File: src/rtl/unidade_controle_pkg.sv
// Shared game definitions: state codes, control-output bundle and Moore decode.
// Used by the control unit and by anything that needs to read db_estado.
package unidade_controle_pkg;

    localparam int unsigned ESTADO_W = 5;

    typedef enum logic [ESTADO_W-1:0] {
        INICIAL         = 5'h00,
        PREPARACAO      = 5'h01,
        INICIO_RODADA   = 5'h02,
        MOSTRA_LED      = 5'h03,
        PROXIMO_LED     = 5'h04,
        INICIO_JOGADAS  = 5'h05,
        ESPERA_JOGADA   = 5'h06,
        REGISTRA        = 5'h07,
        COMPARACAO      = 5'h08,
        PROXIMA_JOGADA  = 5'h09,
        PREPARA_ESCRITA = 5'h0A,
        ESPERA_ESCRITA  = 5'h0B,
        ESCREVE         = 5'h0C,
        PROXIMA_RODADA  = 5'h0D,
        ACERTOU         = 5'h0E,
        ERROU           = 5'h0F,
        FIM_TIMEOUT     = 5'h10
    } estado_t;

    // Every control strobe the datapath expects from the control unit.
    typedef struct packed {
        logic zera_endereco;
        logic conta_endereco;
        logic zera_limite;
        logic conta_limite;
        logic zera_r;
        logic registrar_r;
        logic zera_modo;
        logic registra_modo;
        logic zera_s_timeout;
        logic enable_timeout;
        logic zera_s_led;
        logic enable_led;
        logic conf_leds;
        logic registra_jogada;
        logic pronto;
        logic ganhou;
        logic perdeu;
    } saidas_t;

    // Game-over states wait for a new iniciar.
    function automatic logic eh_terminal(input estado_t estado);
        return (estado == ACERTOU) || (estado == ERROU) || (estado == FIM_TIMEOUT);
    endfunction

    // Output decode of the current state. The address only advances in
    // proximo_led while the shown sequence is not yet complete; the play
    // timeout only runs when the registered configuration enables it.
    function automatic saidas_t decodifica_saidas(
        input estado_t estado,
        input logic    fim_sequencia,
        input logic    timeout_habilitado
    );
        saidas_t s;
        s = '0;
        case (estado)
            PREPARACAO: begin
                s.zera_endereco  = 1'b1;
                s.zera_limite    = 1'b1;
                s.zera_r         = 1'b1;
                s.zera_s_timeout = 1'b1;
                s.zera_s_led     = 1'b1;
                s.registra_modo  = 1'b1;
            end
            INICIO_RODADA: begin
                s.zera_endereco = 1'b1;
                s.zera_s_led    = 1'b1;
            end
            MOSTRA_LED: begin
                s.conf_leds  = 1'b1;
                s.enable_led = 1'b1;
            end
            PROXIMO_LED: begin
                s.zera_s_led     = 1'b1;
                s.conta_endereco = ~fim_sequencia;
            end
            INICIO_JOGADAS: begin
                s.zera_endereco  = 1'b1;
                s.zera_s_timeout = 1'b1;
            end
            ESPERA_JOGADA, ESPERA_ESCRITA: begin
                s.enable_timeout = timeout_habilitado;
            end
            REGISTRA: begin
                s.registrar_r = 1'b1;
            end
            PROXIMA_JOGADA, PREPARA_ESCRITA: begin
                s.conta_endereco = 1'b1;
                s.zera_s_timeout = 1'b1;
            end
            ESCREVE: begin
                s.registra_jogada = 1'b1;
            end
            PROXIMA_RODADA: begin
                s.conta_limite = 1'b1;
            end
            ACERTOU: begin
                s.pronto = 1'b1;
                s.ganhou = 1'b1;
            end
            ERROU, FIM_TIMEOUT: begin
                s.pronto = 1'b1;
                s.perdeu = 1'b1;
            end
            default: begin
                s = '0;
            end
        endcase
        return s;
    endfunction

endpackage

File: src/rtl/unidade_controle.sv
// Control unit of the colour-memory game: one state per clock, Moore-style
// strobes decoded from the state register for the datapath.
module unidade_controle
    import unidade_controle_pkg::*;
(
    input  logic                i_clk,
    input  logic                i_rst,
    input  logic                i_iniciar,
    input  logic                i_igual,
    input  logic                i_fim_jogo,
    input  logic                i_fim_sequencia,
    input  logic                i_jogada_feita,
    input  logic                i_timeout,
    input  logic                i_timeout_led,
    input  logic                i_timeout_habilitado,
    output logic                o_zera_endereco,
    output logic                o_conta_endereco,
    output logic                o_zera_limite,
    output logic                o_conta_limite,
    output logic                o_zera_r,
    output logic                o_registrar_r,
    output logic                o_zera_modo,
    output logic                o_registra_modo,
    output logic                o_zera_s_timeout,
    output logic                o_enable_timeout,
    output logic                o_zera_s_led,
    output logic                o_enable_led,
    output logic                o_conf_leds,
    output logic                o_registra_jogada,
    output logic                o_pronto,
    output logic                o_ganhou,
    output logic                o_perdeu,
    output logic [ESTADO_W-1:0] o_db_estado
);

    estado_t r_estado;
    estado_t w_proximo;
    saidas_t w_saidas;
    logic    w_expirou;

    // The play timeout only ends the game when timeouts are enabled.
    assign w_expirou = i_timeout & i_timeout_habilitado;

    // State register.
    always_ff @(posedge i_clk or posedge i_rst) begin
        if (i_rst) begin
            r_estado <= INICIAL;
        end else begin
            r_estado <= w_proximo;
        end
    end

    // Next-state logic; a button press takes priority over an expiring timeout.
    always_comb begin
        w_proximo = r_estado;
        case (r_estado)
            INICIAL: begin
                if (i_iniciar) w_proximo = PREPARACAO;
            end
            PREPARACAO:      w_proximo = INICIO_RODADA;
            INICIO_RODADA:   w_proximo = MOSTRA_LED;
            MOSTRA_LED: begin
                if (i_timeout_led) w_proximo = PROXIMO_LED;
            end
            PROXIMO_LED: begin
                w_proximo = i_fim_sequencia ? INICIO_JOGADAS : MOSTRA_LED;
            end
            INICIO_JOGADAS:  w_proximo = ESPERA_JOGADA;
            ESPERA_JOGADA: begin
                if (i_jogada_feita)  w_proximo = REGISTRA;
                else if (w_expirou)  w_proximo = FIM_TIMEOUT;
            end
            REGISTRA:        w_proximo = COMPARACAO;
            COMPARACAO: begin
                if (!i_igual)                          w_proximo = ERROU;
                else if (i_fim_sequencia && i_fim_jogo) w_proximo = ACERTOU;
                else if (i_fim_sequencia)              w_proximo = PREPARA_ESCRITA;
                else                                   w_proximo = PROXIMA_JOGADA;
            end
            PROXIMA_JOGADA:  w_proximo = ESPERA_JOGADA;
            PREPARA_ESCRITA: w_proximo = ESPERA_ESCRITA;
            ESPERA_ESCRITA: begin
                if (i_jogada_feita)  w_proximo = ESCREVE;
                else if (w_expirou)  w_proximo = FIM_TIMEOUT;
            end
            ESCREVE:         w_proximo = PROXIMA_RODADA;
            PROXIMA_RODADA:  w_proximo = INICIO_RODADA;
            ACERTOU, ERROU, FIM_TIMEOUT: begin
                if (i_iniciar) w_proximo = PREPARACAO;
            end
            default:         w_proximo = INICIAL;
        endcase
    end

    // Output decode from the current state only.
    always_comb begin
        w_saidas = decodifica_saidas(r_estado, i_fim_sequencia, i_timeout_habilitado);
    end

    assign o_zera_endereco   = w_saidas.zera_endereco;
    assign o_conta_endereco  = w_saidas.conta_endereco;
    assign o_zera_limite     = w_saidas.zera_limite;
    assign o_conta_limite    = w_saidas.conta_limite;
    assign o_zera_r          = w_saidas.zera_r;
    assign o_registrar_r     = w_saidas.registrar_r;
    assign o_zera_modo       = w_saidas.zera_modo;
    assign o_registra_modo   = w_saidas.registra_modo;
    assign o_zera_s_timeout  = w_saidas.zera_s_timeout;
    assign o_enable_timeout  = w_saidas.enable_timeout;
    assign o_zera_s_led      = w_saidas.zera_s_led;
    assign o_enable_led      = w_saidas.enable_led;
    assign o_conf_leds       = w_saidas.conf_leds;
    assign o_registra_jogada = w_saidas.registra_jogada;
    assign o_pronto          = w_saidas.pronto;
    assign o_ganhou          = w_saidas.ganhou;
    assign o_perdeu          = w_saidas.perdeu;
    assign o_db_estado       = ESTADO_W'(r_estado);

endmodule

File: config.mk
export PLATFORM = sky130hd
export DESIGN_NAME = unidade_controle
export DESIGN_NICKNAME = d
export VERILOG_FILES = /design/src/rtl/unidade_controle_pkg.sv /design/src/rtl/unidade_controle.sv
export SDC_FILE = /design/constraint.sdc
export NUM_CORES = 1
export LEC_CHECK = 0
export BUFFER_PORTS_ARGS = -buffer_cell sky130_fd_sc_hd__buf_2
export CAP_MARGIN = 5
export CORE_MARGIN = 3
export CORE_UTILIZATION = 41
export DETAILED_ROUTE_END_ITERATION = 6
export PLACE_DENSITY = 0.72
export SLEW_MARGIN = 20
export SYNTH_ARGS = -nofsm -noshare
export SYNTH_HDL_FRONTEND = slang
export SYNTH_SLANG_ARGS = --single-unit
File: constraint.sdc
create_clock -name i_clk -period 1.6 [get_ports i_clk]
set_clock_uncertainty 0.2 [all_clocks]
set_input_delay 0.08 -clock i_clk [delete_from_list [all_inputs] [get_ports i_clk]]
set_output_delay 0.08 -clock i_clk [all_outputs]
set_load 0.03 [all_outputs]
==> metrics.md, run 1 <==
| Metric | Value |
|---|---|
| Top post-synthesis cells by area | `dfrtp_1 (18%), nand2_1 (5.4%), a221oi_1 (5.1%)` |
| Initial core utilization | `45.0%` |
| Asr flop ratio synth | `100%` |
| Routability cong. | `between 0.9 and 1` |
| Die H | `47.1 um` |
| Halt Stage | `global routing (5_1_grt)` |
| Clock Path Buffers | `2` |
| CTS Sinks | `5` |
| Global Route Usage Sum | `between 70% and 80%` |
| Mapped Nets | `111` |
| IO Pins | `32` |
| Total CTS buffers | `3` |
| Area leader, netlist | `dfrtp_1` |
| Synth Area per Inst | `6.86 sq um` |
| #FFs+latches synth | `5` |
| Synth warnings | `0` |
| Placed standard-cell area | `0.00111 sq mm` |
| Die width | `47.1 um` |
| Post-GRT worst EP | `o_conta_endereco` |
| H-tree depth | `1` |
| Netlist Area Pre-Place | `693 sq um` |
| Number of synthesized flops with an enable pin | `0` |
| Status | `did not finish` |
| Grt ovf | `11` |
| Largest net degree at the start of global routing | `9` |
| Gate Count Post-Synth | `101` |
| I/O Buffers | `30` |
| Worst ep type | `primary output` |
| Post-DP HPWL | `1850 um` |
| Unique masters post-synth | `40` |
| Stop err | `[ERROR GRT-0232] Routing congestion too high. Check the congestion heatmap in the GUI.` |
| Root Buffer | `clkbuf_4` |
| Synth Flop Type | `dfrtp_1` |
| Synth top area share | `18.1%` |
| Post-synthesis sequential area ratio | `between 10% and 20%` |
| Rows | `14` |
## through the flow
| step | utilization, % | hold slack [ns] | TNS [ns] | instances | setup slack, ns |
|---|---|---|---|---|---|
| after floorplan | - | -0.341 | -2.04 | 101 | -0.312 |
| after global placement | 71.8 | -0.226 | -0.882 | 159 | -0.205 |
| after detailed placement | 71.8 | -0.222 | -1.07 | 159 | -0.177 |
| after CTS | 93.4 | 0.0371 | -3.23 | 179 | -0.248 |
## routing by layer
layer,track usage (%),overflow
met3,63.6,1
met1,72.5,1
met4,79.6,5
met5,27.5,0
met2,84.8,4
## timing repair
| item | 4_1_cts |
|---|---|
| gates resized for setup | 50 |
| buffers inserted | 14 |
| setup endpoints to repair | 21 |
| endpoints found under the hold margin | 5 |
| hold buffers | 1 |
| pin swaps | 14 |
| gates cloned | 1 |
## synthesized netlist by cell type (2+ instances only)
cell / instances
and2_1: 2
clkbuf_1: 3
a211oi_1: 2
nand4b_1: 2
a221oi_1: 4
nor4_1: 2
buf_4: 4
nor3_1: 6
o21ai_0: 6
buf_2: 4
inv_1: 4
o21ai_1: 2
nand2b_1: 3
nor2_1: 9
a21oi_1: 6
o21a_1: 2
nand2_1: 10
dfrtp_1: 5
nor2b_1: 4
## kinds of logic after synthesis
family	count (synthesis)	share of synthesized area, %
and+or+nand+nor	47	37.0
AOI/OAI and AO/OA	30	29.2
buffers and inverters	16	12.6
DFF	5	18.1
xor gates and xnor gates	2	2.53
other	1	0.541
==> inputs of run 2 (changes only) <==
Settings changed: CORE_AREA set to 3 3 64 66, CORE_MARGIN 3 to not set, CORE_UTILIZATION 41 to not set, DIE_AREA set to 0 0 67 69, PLACE_DENSITY 0.72 to not set, PLACE_DENSITY_LB_ADDON set to 0.15.
Clock period 1.6 ns to 2.1 ns, I/O delays scaled along.
==> run 2 against run 1 <==
- the run now ends clean
- synthesized area unchanged
- synthesized cell count unchanged
==> metrics.md, run 2 <==
| Metric | Value |
|---|---|
| Max reg flops | `5` |
| Slowest CP cell | `dfrtp_2` |
| Area leader, netlist | `dfrtp_1 (unchanged)` |
| Synth Flop Type | `dfrtp_1 (unchanged)` |
| RSZ-0062 raised after global routing | `false` |
| CTS tree | `yes` |
| Die area | `0.00462 sq mm` |
| Worst-Skew Late Latency | `0.23 ns` |
| Rows | `22 (was 14)` |
| Fmax | `0.506 GHz` |
| Routability cong. | `0.823 (was 0.931)` |
| CTS Sinks | `5 (unchanged)` |
| R2r setup slk | `0.24 ns` |
| Net Sw Power | `1000 uW` |
| #FFs+latches synth | `5 (unchanged)` |
| Post-synthesis sequential area ratio | `18.1% (unchanged)` |
| PD cells | `1800 mW/mm^2` |
| Final wirelength | `2540 um` |
| Internal | `786 uW` |
| Type of the worst min-delay path | `primary input to flop` |
| Total CTS buffers | `3 (unchanged)` |
| Crit path to | `o_zera_r` |
| Root Buffer | `clkbuf_8 (was clkbuf_4)` |
| Crit path buffers/inverters | `2` |
| Kind of critical path | `flop to output pin` |
| Number of vias per cell | `4.86` |
| Final Max Slew Viols | `0` |
| Period utilisation layout | `a little over nine tenths` |
| Grt ovf | `0` |
| Die width | `67 um (was 47.1 um)` |
| DRT iter0 DRCs | `17` |
| ANT cells | `0` |
| DRC | `0` |
| Worst-path maximum fanout | `14` |
| Synth warnings | `0 (unchanged)` |
| Peak per-stage delay on the critical path | `0.49 ns` |
| Asr flop ratio synth | `100% (unchanged)` |
| Worst R2R Path Depth | `5` |
| Setup TNS | `0 ns` |
| Crit-path cells | `or3b_1, buf_4, nor3_4, buf_2` |
| Combinational power share | `roughly 76%` |
| Multi-input gate area | `between 500 and 600 sq um` |
| Crit path max-delay family | `simple AND/OR/NAND/NOR gates` |
| Gate Count Post-Synth | `101 (unchanged)` |
| Vias in the first global route | `886` |
| Mapped Nets | `111 (unchanged)` |
| Largest net degree at the start of global routing | `19` |
| Die H | `69 um (was 47.1 um)` |
| Most frequent cell after synthesis | `nand2_1 (unchanged)` |
| Pleak | `0.000462 uW` |
| Post-route ant nets | `0` |
| Net Sw Frac | `a little under three fifths` |
| Minimum clock period | `1.98 ns` |
| Initial antenna violation count | `0` |
| H-tree depth | `1 (unchanged)` |
| Share of cells above drive strength 1 | `41.4%` |
| Element type at the critical path start | `flop` |
| Critical Path Start | `o_db_estado[3]` |
| Final setup fails | `0` |
| Reg clk slew, reported paths | `0.04 ns` |
| Worst Setup End Kind | `output pin` |
| Initial core utilization | `19.1% (was 45.0%)` |
| NumNets Final | `144` |
| Netlist Area Pre-Place | `693 sq um (unchanged)` |
| Arrival time worst endpoint | `1.67 ns` |
| Clock Path Buffers | `2 (unchanged)` |
| Area of the core | `around 0.0036 sq mm` |
| Unique masters post-synth | `40 (unchanged)` |
| IO Pins | `32 (unchanged)` |
| Stages on worst setup path | `4` |
| Synth top area share | `18.1% (unchanged)` |
| DR WL/cell | `around 14 um` |
| Status | `finished clean (was did not finish)` |
| Post-DP HPWL | `2000 um (was 1850 um)` |
| Worst R2R End | `o_db_estado[0]` |
| CP required | `roughly 1.8 ns` |
| Crit Reg-Reg Startpoint | `o_db_estado[1]` |
| Via count | `880` |
| Hold Slack | `0.0205 ns` |
| Pre-Repair DR Iteration Count | `4` |
| IR drop worst, VDD | `between 300 and 400 uV` |
| # fillers | `~440` |
| Area delta synth->final | `43.0%` |
| I/O Buffers | `30 (unchanged)` |
| Global Route Usage Sum | `11.7%` |
| Clock power frac | `10.4%` |
| Commonest cells in the netlist | `nand2_1 (10), nor2_1 (9), a21oi_1 (6), nor3_1 (6), o21ai_0 (6) (unchanged)` |
| Sequential share of power | `13.5%` |
| Most common cell after layout, fill and taps aside | `buf_2` |
| Number of synthesized flops with an enable pin | `0 (unchanged)` |
| Commonest cells after routing, fill and taps aside | `buf_2 (29), nand2_1 (10), buf_4 (8)` |
| Max-cap viol count | `0` |
| Register Area | `approximately 130 sq um` |
| Synth Area per Inst | `6.86 sq um (unchanged)` |
| Final Hold Violating Endpoints | `0` |
| Top post-synthesis cells by area | `dfrtp_1 (18%), nand2_1 (5.4%), a221oi_1 (5.1%) (unchanged)` |
| Global-route wire length before repair | `4210 um` |
run 2: cell counts after synthesis:
No cell type changed its count.
run 2: timing repair:
action,CTS,global route
endpoints found under the hold margin,5,0
hold buffers,1,0
setup endpoints to repair,1,5
gates resized for setup,1,9
setup buffers,0,0
run 2: kinds of logic after synthesis:
kind of cell              share of synthesized area, %
xor gates and xnor gates                          2.53
AOI/OAI and AO/OA                                 29.2
DFF                                               18.1
buffers and inverters                             12.6
and+or+nand+nor                                   37.0
other                                            0.541
run 2: how the worst min path moves through the flow:
stage | depth (start not counted) | slack [ns] | endpoint | from
after floorplan | 1 | -0.32 | o_db_estado[0] | i_rst
after global routing | 4 | 0.02 | o_db_estado[2] | i_iniciar
after CTS | 4 | 0.002 | o_db_estado[2] | i_iniciar
after global placement | 2 | -0.17 | o_db_estado[1] | i_rst
final | 4 | 0.02 | o_db_estado[2] | i_iniciar
after detailed placement | 2 | -0.18 | o_db_estado[3] | i_rst
run 2: layer usage:
layer  GRT usage (%)  share of wire (%)  up-vias
met2            18.0                 47       41
li1                -                  -      425
met4            5.86                3.4        0
met5               0                  0        -
met3            3.58                8.1        9
met1            14.3                 42      405
run 2: layout make-up:
class                   count  area share (%)
multi-input cells          80            51.4
repair buffers             40            23.6
flip-flops and latches      5            12.9
well taps                  48            6.06
clock buffers               4            4.55
inverters                   4            1.52
run 2: power by group through the flow:
| stage | Sequential, uW | Clock, uW | Combinational (uW) |
|---|---|---|---|
| 6_report | 241 | 185 | 1360 |
| 5_1_grt | 248 | 203 | 1480 |
| 4_1_cts | 232 | 189 | 1340 |
| 3_5_place_dp | 232 | 0 | 1330 |
| 3_3_place_gp | 228 | 0 | 1350 |
| 2_1_floorplan | 245 | 0 | 969 |
run 2: through the flow:
stage	total power, uW	util (%)	area, sq um	cells	setup slack [ns]
after floorplan	1210	-	707	101	-0.229
after global placement	1580	25.1	912	176	0.182
after detailed placement	1560	25.1	912	176	0.192
after CTS	1760	26.7	968	181	0.0401
after global routing	1940	27.3	991	181	0.0424
final	1790	27.3	991	181	0.123
run 2: worst min-delay path, delay by kind of cell:
kind / cells / cell delay [ns]
AO/OA/AOI/OAI: 2 / 0.11
buffers and inverters: 1 / 0.08
AND/OR/NAND/NOR: 1 / 0.10
No activity file was read; power rests on OpenSTA's default activity.
